## config.mk

```make
export PLATFORM = sky130hd
export DESIGN_NAME = corr_lag_bank
export DESIGN_NICKNAME = d
export VERILOG_FILES = /design/src/rtl/corr_lag_bank.sv
export SDC_FILE = /design/constraint.sdc
export NUM_CORES = 1
export LEC_CHECK = 0
export ABC_CLOCK_PERIOD_IN_PS = 4500
export BUFFER_PORTS_ARGS = -buffer_cell sky130_fd_sc_hd__buf_2
export CAP_MARGIN = 20
export CORE_ASPECT_RATIO = 0.7
export CORE_UTILIZATION = 40
export CTS_CLUSTER_DIAMETER = 200
export DETAILED_ROUTE_END_ITERATION = 12
export PLACE_DENSITY = 0.64
export SLEW_MARGIN = 10
export SYNTH_ARGS = -nofsm -noshare
export SYNTH_HDL_FRONTEND = slang
export SYNTH_HIERARCHICAL = 1
export SYNTH_SLANG_ARGS = --single-unit
export TNS_END_PERCENT = 1
```

## constraint.sdc

```tcl
create_clock -name clk -period 4.5 [get_ports clk]
set_clock_uncertainty 0.2 [all_clocks]
set_input_delay 0.675 -clock clk [delete_from_list [all_inputs] [get_ports clk]]
set_output_delay 0.675 -clock clk [all_outputs]
set_load 0.02 [all_outputs]
```

## src/rtl/corr_lag_bank.sv

```systemverilog
// Multi-lag 1-bit sign correlator: LAGS saturating accumulators with period dump
// and a sequential peak-magnitude search over the dumped values.

module corr_lag_lane #(
    parameter int INTEG_W = 14,
    parameter int OUT_W   = 8
) (
    input  logic             clk,
    input  logic             rst,
    input  logic             i_en,
    input  logic             i_match,
    input  logic             i_clr,
    output logic [OUT_W-1:0] o_snap,
    output logic             o_sat
);
    localparam logic [INTEG_W-1:0] ACC_MAX = {1'b0, {(INTEG_W-1){1'b1}}};
    localparam logic [INTEG_W-1:0] ACC_MIN = {1'b1, {(INTEG_W-2){1'b0}}, 1'b1};

    logic [INTEG_W-1:0] r_acc;
    logic [INTEG_W-1:0] w_acc_nxt;

    always_comb begin
        w_acc_nxt = r_acc;
        o_sat     = 1'b0;
        if (i_en) begin
            if (i_match) begin
                if (r_acc == ACC_MAX) o_sat = 1'b1;
                else                  w_acc_nxt = r_acc + INTEG_W'(1);
            end else begin
                if (r_acc == ACC_MIN) o_sat = 1'b1;
                else                  w_acc_nxt = r_acc - INTEG_W'(1);
            end
        end
    end

    // Snapshot includes the sample accepted in the dump cycle.
    assign o_snap = w_acc_nxt[INTEG_W-1 -: OUT_W];

    always_ff @(posedge clk) begin
        if (rst || i_clr) r_acc <= '0;
        else              r_acc <= w_acc_nxt;
    end
endmodule

module corr_lag_bank #(
    parameter int LAGS        = 8,
    parameter int INTEG_W     = 14,
    parameter int OUT_W       = 8,
    parameter int AUTO_PERIOD = 0
) (
    input  logic                    clk,
    input  logic                    rst,
    input  logic                    en,
    input  logic                    sig,
    input  logic                    code,
    input  logic                    dump,
    output logic [LAGS*OUT_W-1:0]   values,
    output logic                    valid,
    output logic                    overflow,
    output logic [$clog2(LAGS)-1:0] peak_idx,
    output logic [OUT_W-1:0]        peak_val,
    output logic                    peak_valid
);
    localparam int IDX_W = $clog2(LAGS);
    localparam int CNT_W = (AUTO_PERIOD > 1) ? $clog2(AUTO_PERIOD) : 1;

    logic                        r_sig, r_code, r_en;
    logic [LAGS-2:0]             r_dl;
    logic [CNT_W-1:0]            r_cnt;
    logic                        r_sticky;
    logic [LAGS-1:0][OUT_W-1:0]  r_val;
    logic                        r_valid, r_ovf;

    logic [LAGS-1:0]             w_tap, w_match, w_sat;
    logic [LAGS-1:0][OUT_W-1:0]  w_snap;
    logic                        w_auto, w_dump;

    // Lag 0 taps the current registered code; lag k sees it k accepted samples later.
    assign w_tap   = {r_dl, r_code};
    assign w_match = ~(w_tap ^ {LAGS{r_sig}});
    assign w_auto  = (AUTO_PERIOD > 0) && r_en && (r_cnt == CNT_W'(AUTO_PERIOD - 1));
    assign w_dump  = dump || w_auto;

    for (genvar k = 0; k < LAGS; k++) begin : g_lane
        corr_lag_lane #(.INTEG_W(INTEG_W), .OUT_W(OUT_W)) u_lane (
            .clk     (clk),
            .rst     (rst),
            .i_en    (r_en),
            .i_match (w_match[k]),
            .i_clr   (w_dump),
            .o_snap  (w_snap[k]),
            .o_sat   (w_sat[k])
        );
    end

    always_ff @(posedge clk) begin
        if (rst) begin
            r_sig    <= 1'b0;
            r_code   <= 1'b0;
            r_en     <= 1'b0;
            r_dl     <= '0;
            r_cnt    <= '0;
            r_sticky <= 1'b0;
            r_val    <= '0;
            r_valid  <= 1'b0;
            r_ovf    <= 1'b0;
        end else begin
            r_sig   <= sig;
            r_code  <= code;
            r_en    <= en;
            r_valid <= w_dump;
            if (r_en) r_dl <= w_tap[LAGS-2:0];
            if (w_dump)    r_cnt <= '0;
            else if (r_en) r_cnt <= r_cnt + CNT_W'(1);
            if (w_dump) begin
                r_val    <= w_snap;
                r_ovf    <= r_sticky | (|w_sat);
                r_sticky <= 1'b0;
            end else begin
                r_sticky <= r_sticky | (|w_sat);
            end
        end
    end

    assign values   = r_val;
    assign valid    = r_valid;
    assign overflow = r_ovf;

    typedef enum logic [1:0] {S_IDLE, S_SCAN, S_DONE} state_t;

    state_t           r_state;
    logic [IDX_W-1:0] r_idx, r_best_idx, r_peak_idx;
    logic [OUT_W-1:0] r_best_val, r_peak_val;
    logic [OUT_W:0]   r_best_mag;
    logic             r_peak_valid;

    logic [OUT_W-1:0] w_cur;
    logic [OUT_W:0]   w_ext, w_mag;
    logic             w_take;

    // One extra bit so the most negative value has a representable magnitude.
    assign w_cur  = r_val[r_idx];
    assign w_ext  = {w_cur[OUT_W-1], w_cur};
    assign w_mag  = w_cur[OUT_W-1] ? -w_ext : w_ext;
    assign w_take = (r_idx == '0) || (w_mag > r_best_mag);

    always_ff @(posedge clk) begin
        if (rst) begin
            r_state      <= S_IDLE;
            r_idx        <= '0;
            r_best_idx   <= '0;
            r_best_val   <= '0;
            r_best_mag   <= '0;
            r_peak_idx   <= '0;
            r_peak_val   <= '0;
            r_peak_valid <= 1'b0;
        end else begin
            r_peak_valid <= 1'b0;
            if (r_valid) begin
                r_state <= S_SCAN;
                r_idx   <= '0;
            end else begin
                case (r_state)
                    S_SCAN: begin
                        if (w_take) begin
                            r_best_idx <= r_idx;
                            r_best_val <= w_cur;
                            r_best_mag <= w_mag;
                        end
                        if (r_idx == IDX_W'(LAGS - 1)) begin
                            r_state      <= S_DONE;
                            r_peak_idx   <= w_take ? r_idx : r_best_idx;
                            r_peak_val   <= w_take ? w_cur : r_best_val;
                            r_peak_valid <= 1'b1;
                        end else begin
                            r_idx <= r_idx + IDX_W'(1);
                        end
                    end
                    S_DONE:  r_state <= S_IDLE;
                    default: r_state <= S_IDLE;
                endcase
            end
        end
    end

    assign peak_idx   = r_peak_idx;
    assign peak_val   = r_peak_val;
    assign peak_valid = r_peak_valid;
endmodule

```

After elaboration in Yosys (flattened, before gate mapping):

Cells that the tools add are included.

* bits in registers: 226
* output and inout port bits: 78
* logic and storage cells: 193

* $add $sub $neg: 18
* order comparisons: 2
* equality and inequality tests: 35
* mux-type cells: 73
* bitwise operators: 6
* reduce and logical (&&, ||, !) cells: 19

Operators with widths (number)
* 14-bit two-way mux: 32
* 14-bit by 1-bit adder with 14-bit output, second input constant: 8
* 14-bit by 13-bit == test with 1-bit output, second input constant: 8
* 14-bit == test, second input constant: 8
* 14-bit by 1-bit subtractor with 14-bit output, second input constant: 8
* 1-bit two-way mux: 36
* 2-bit inequality test, second input constant: 16
* 3-bit AND reduction: 10
* 8-bit binary-select mux with 3-bit select: 1
* 8-bit two-way mux: 2
* 9-bit greater-than comparator: 1
* 9-bit two-way mux: 1
* 9-bit negation: 1
* 8-bit inverter: 1
* 8-bit OR reduction: 1
* 8-bit XOR: 1
* 3-bit by 4-bit less-than comparator with 1-bit output, second input constant: 1
* 2-bit AND reduction: 2
* 2-bit OR reduction: 2
* 3-bit by 1-bit adder with 3-bit output, second input constant: 1
* 3-bit == test, second input constant: 1
* 3-bit logical NOT: 1
* 3-bit two-way mux: 1
* 3-bit inequality test, second input constant: 1
* 5 further kinds: 8

Logic depth before layout (Yosys ltp):

* word-level depth: 7
* mapped depth: 17
* mapped depth without buffers: 14

Hierarchy:

Netlist, hierarchy kept.

By module, submodules not included
* corr_lag_lane (g_lane[0].u_lane ...): times used 7, cells an instance 158, area each 1206.2 um^2, seq. area each 280.3 um^2
* corr_lag_bank: times used 1, cells an instance 511, area each 5211.2 um^2, seq. area each 2282.2 um^2
* corr_lag_lane (g_lane[7].u_lane): times used 1, cells an instance 165, area each 1320.0 um^2, seq. area each 280.3 um^2

Worst setup path before layout:

Ideal clock, no wire load.

* path kind: reg2reg
* start: register r_idx[0]
* end: register r_peak_val[0] (netlist: peak_val[0])
* library setup time: 0.070 ns
* arrival time: 3.785 ns
* path slack: 0.444 ns
* cell stages (with the launch flop): 17
* path buffers: 2
* clock period less this slack: 4.056 ns
* cells stage by stage: dfxtp_1 > buf_6 > mux4_2 > mux2i_4 > ha_1 > nor2b_1 > a22o_1 > a31oi_1 > xnor2_1 > ha_1 > a211oi_1 > nor2_1 > a2111oi_2 > nor2_1 > buf_6 > a221o_1 > a21oi_1

* longest elaborated chain between the ends: 7
* elaborated cells between the ends (all ways): 10
* classes of those cells: add/sub: 1; order compare: 1; eq/ne: 1; mux: 4; reduce/logical: 3

Ends and longest elaborated chain
* from (decl): line 132 `logic [IDX_W-1:0] r_idx, r_best_idx, r_peak_idx;`
* from (signal assigned): line 176 `r_idx <= r_idx + IDX_W'(1);`
* 8-bit binary-select mux with 3-bit select *: line 142 `assign w_cur = r_val[r_idx];`
* 8-bit two-way mux (not written as such) *: line 142
* 9-bit negation: line 144 `assign w_mag = w_cur[OUT_W-1] ? -w_ext : w_ext;`
* 9-bit two-way mux *: line 144
* named net w_mag[6]: line 138 `logic [OUT_W:0] w_ext, w_mag;`
* 9-bit greater-than comparator *: line 145 `assign w_take = (r_idx == '0) || (w_mag > r_best_mag);`
* 1-bit logical OR *: line 145
* 8-bit two-way mux *
* to (signal assigned): line 173 `r_peak_val <= w_take ? w_cur : r_best_val;`
* to (decl): line 133 `logic [OUT_W-1:0] r_best_val, r_peak_val;`

Mark *: on every way through the listed nets, which the timed path passes. The rest lies on a longest branch. The select of a mux whose other input is x is not followed.
A chain may end at the register's enable or synchronous reset.

Final worst setup path:

* start: register r_idx[0]
* end: register r_best_mag[0]

* longest elaborated chain between the ends: 7
* elaborated cells between the ends (all ways): 8
* classes of those cells: add/sub: 1; order compare: 1; mux: 3; reduce/logical: 3

Ends and longest elaborated chain
* 8-bit binary-select mux with 3-bit select *: line 142
* 8-bit two-way mux (not written as such) *: line 142
* 9-bit negation: line 144
* 9-bit two-way mux *: line 144
* named net w_mag[6]: line 138
* 9-bit greater-than comparator *: line 145
* 1-bit logical OR *: line 145
* 3-bit AND reduction (no source line) *
* to (signal assigned): line 168 `r_best_mag <= w_mag;`
* to (decl): line 134 `logic [OUT_W:0] r_best_mag;`

Marked as above.

==> impl_metrics.tcl <==
set metrics [dict create \
    grt_pass1_wl_um 71800 \
    final_cells 2294 \
    worst_pin_slew_ns 1.01 \
    regArea_um2 4530 \
    synth_seq_cells 226 \
    dp_hpwl_um 34000 \
    arrival_ns 4.53 \
    clock_sinks 226 \
    netlist_top_cells_area "dfxtp_1 30%, mux2i_1 6.2%, nor2_1 5.0%" \
    dr.pass1.iters 6 \
    nets 1840 \
    yosysUniqueCellTypes 88 \
    slew_headroom_pct 32.3 \
    postCtsSetupRepairBufs 0 \
    reg2reg_depth 16 \
    cap_violations 0 \
    root_buffer "clkbuf_16" \
    grt_max_degree 54 \
    wire_per_inst_um 19.9 \
    endpoint_kind "flip-flop" \
    drc 0 \
    ys.flop_type "dfxtp_1" \
    synth_area_um2 15000 \
    wl_um 45700 \
    hold_path_class "primary input to flip-flop" \
    synth_top_area_cell "dfxtp_1" \
    hold_path_startpoint "en" \
    rsz0062_at_grt "true" \
    drtIter0Drc 1799 \
    via_per_inst 6.23 \
    syn2layout_area_growth_pct 9.98 \
    timing.final.hold_violations 0 \
    critical_path_class "flip-flop to flip-flop" \
    p_leak_nw 6.34 \
    grt_overflow 0 \
    yosysWarnings 6 \
    powerDensity_nw_per_um2 297 \
    cts_buffer_depth 3 \
    rrSetupSlack_ns 0.26 \
    multi_input_area_um2 9610 \
    synth_nets 1825 \
    n_fill_cell 3478 \
    path_max_fanout 22 \
    period_share_pct 94.3 \
    worstPathRequired_ns 4.78 \
    core_area_um2 36400 \
    met2WireLength_um 18500 \
    synth_cells 1782 \
    die_area_um2 38200 \
    reg2reg_to "r_best_mag[0]" \
    max_freq_mhz 236 \
    crit_path_start_kind "flip-flop" \
    grt_pass1_vias 12600 \
    cts_tree "built" \
    slew_violations 0 \
    route.vias.total 14300 \
    fp.dieW_um 233 \
    ios 84 \
    hold_end "r_en" \
    cts_buffers 25 \
    reg2reg_from "r_idx[0]" \
    yosysSeqAreaShare_pct 30.2 \
    rows 58 \
    ir_drop_uv 255 \
    routed.top_layer "met4" \
    drive_gt1_share_pct 13.3 \
    synth_top_area_share_pct 30.2 \
    fin_util_pct 45.3 \
    portBuffers 83 \
    finalSetupViolations 0 \
    drtAntennaViolNets 0 \
    diodes 0 \
    die_h_um 164 \
    synthArstFlopShare_pct 0 \
    m1WireLength_um 21900 \
    place_inst 2250 \
    cts.reportedPaths.clkPinSlew_ns 0.06 \
    synth_edf_count 0 \
    cts_max_level 1 \
    syn_avg_cell_area_um2 8.40 \
    start_util_pct 41.2 \
    routed-wl-met3_um 4020 \
    fin_crit_ns 4.24 \
    clock_latency_ns 0.54 \
    routabilityCongestion 0.956 \
    run_status "finished clean" \
    hold-path-cell-count 2 \
    antenna_found_initial 0 \
    grt.total_usage_pct 23.6 \
]
==> Yosys cell counts, drive strengths merged (14+ instances only) <==
cell / n
clkbuf: 68
nand3: 70
or2: 19
a211o: 14
xnor2: 65
or3: 43
ha: 37
nand2: 152
o311ai: 14
and4: 25
a21oi: 33
o211a: 14
inv: 61
o211ai: 37
nor3: 70
mux2i: 99
o41ai: 14
nand4: 55
a31oi: 24
a211oi: 20
dfxtp: 226
mux4: 18
o21ai: 21
and2: 48
nor4: 54
o311a: 14
o32ai: 25
nor2: 198
or4: 43
buf: 63
==> flip-flops by register name, indices dropped and copies added (netlist names) <==
register,cells
r_code,1
r_best_val,8
r_best_mag,9
values,64
g_lane.u_lane/r_acc,112
r_en,1
peak_val,8
r_dl,7
r_idx,3
r_sticky,1
overflow,1
r_best_idx,3
peak_valid,1
peak_idx,3
valid,1
r_sig,1
r_state,2
==> kinds of logic after synthesis <==
family          after synthesis  synth area share [%]
compound gates              306                  17.0
xor+xnor                     74                  4.33
fa+ha+maj                    37                  3.09
buf+inv                     192                  5.81
flops                       226                  30.2
mux                         118                  9.84
other cells                   1                0.0250
simple gates                828                  29.7
==> cells in the final DEF (no fill, tap or decap), drive strengths merged, types with 19 or more instances in the layout <==
cell and n:
dfxtp 226, nor2 198, nand2 152, buf 119
mux2i 99, nand3 70, nor3 70, xnor2 65
inv 61, nand4 55, nor4 54, and2 48
or3 43, or4 43, ha 37, o211ai 37
clkbuf 36, a21oi 33, o32ai 25, and4 25
a31oi 24, o21ai 21, a211oi 20, or2 19
==> cell type report <==
| cell class | count | share of cell area, % |
|---|---|---|
| well taps | 480 | 3.65 |
| inverters | 61 | 1.39 |
| flip-flops and latches | 226 | 27.5 |
| multi-input cells | 1364 | 58.3 |
| clock buffers | 36 | 4.47 |
| repair buffers | 119 | 4.35 |
| clock inverters | 8 | 0.296 |
==> per-stage QoR <==
step	TNS, ns	area (µm²)	power (mW)	setup slack, ns	hold WS [ns]
global route	-0.0879	16500	5.09	-0.0446	0.161
finish	0	16500	4.88	0.256	0.151
global placement	0	15700	2.89	0.143	0.240
CTS	0	16400	4.91	0.0182	0.139
detailed placement	0	15700	2.90	0.0443	0.249
floorplan	0	15000	2.69	0.444	0.230
==> routing by layer <==
layer	GRT usage (%)	vias to the layer above
li1	-	6726
met1	35.2	6831
met2	33.6	644
met3	4.60	84
met4	6.89	0
met5	0	-
==> worst max-delay path, cell delays in order, from the launching register on <==
cell	delay, ns
dfxtp_1	0.36
buf_12	0.17
mux4_2	0.58
mux2i_4	0.17
ha_1	0.21
nor2b_1	0.18
a22o_1	0.16
a31oi_1	0.14
xnor2_1	0.17
ha_1	0.34
nand4_1	0.17
nor4_1	0.49
buf_4	0.21
nor3_2	0.04
buf_4	0.23
a21oi_1	0.23
o21a_1	0.14
==> what timing repair did <==
item / CTS / global route
endpoints found under the setup margin: 0 / 29
gates resized for setup: 0 / 6
endpoints found under the hold margin: 0 / 0
hold buffers: 0 / 0
==> power by group <==
| part | internal (mW) | leakage [nW] | switching [mW] |
|---|---|---|---|
| Clock | 1.13 | 0.387 | 0.868 |
| Sequential | 2.06 | 1.83 | 0.0959 |
| Combinational | 0.279 | 4.13 | 0.453 |
==> how the worst max path moves through the flow <==
stage / startpoint / cells after the start / slack, ns / end
after floorplan: r_idx[0] / 16 / 0.44 / peak_val[0]
after global placement: r_idx[0] / 15 / 0.14 / peak_val[0]
after detailed placement: r_idx[0] / 15 / 0.04 / peak_val[1]
after CTS: r_idx[0] / 15 / 0.02 / peak_val[2]
after global routing: r_idx[0] / 16 / -0.04 / r_best_mag[0]
final: r_idx[0] / 16 / 0.26 / r_best_mag[0]
No activity file was read; power rests on OpenSTA's default activity.
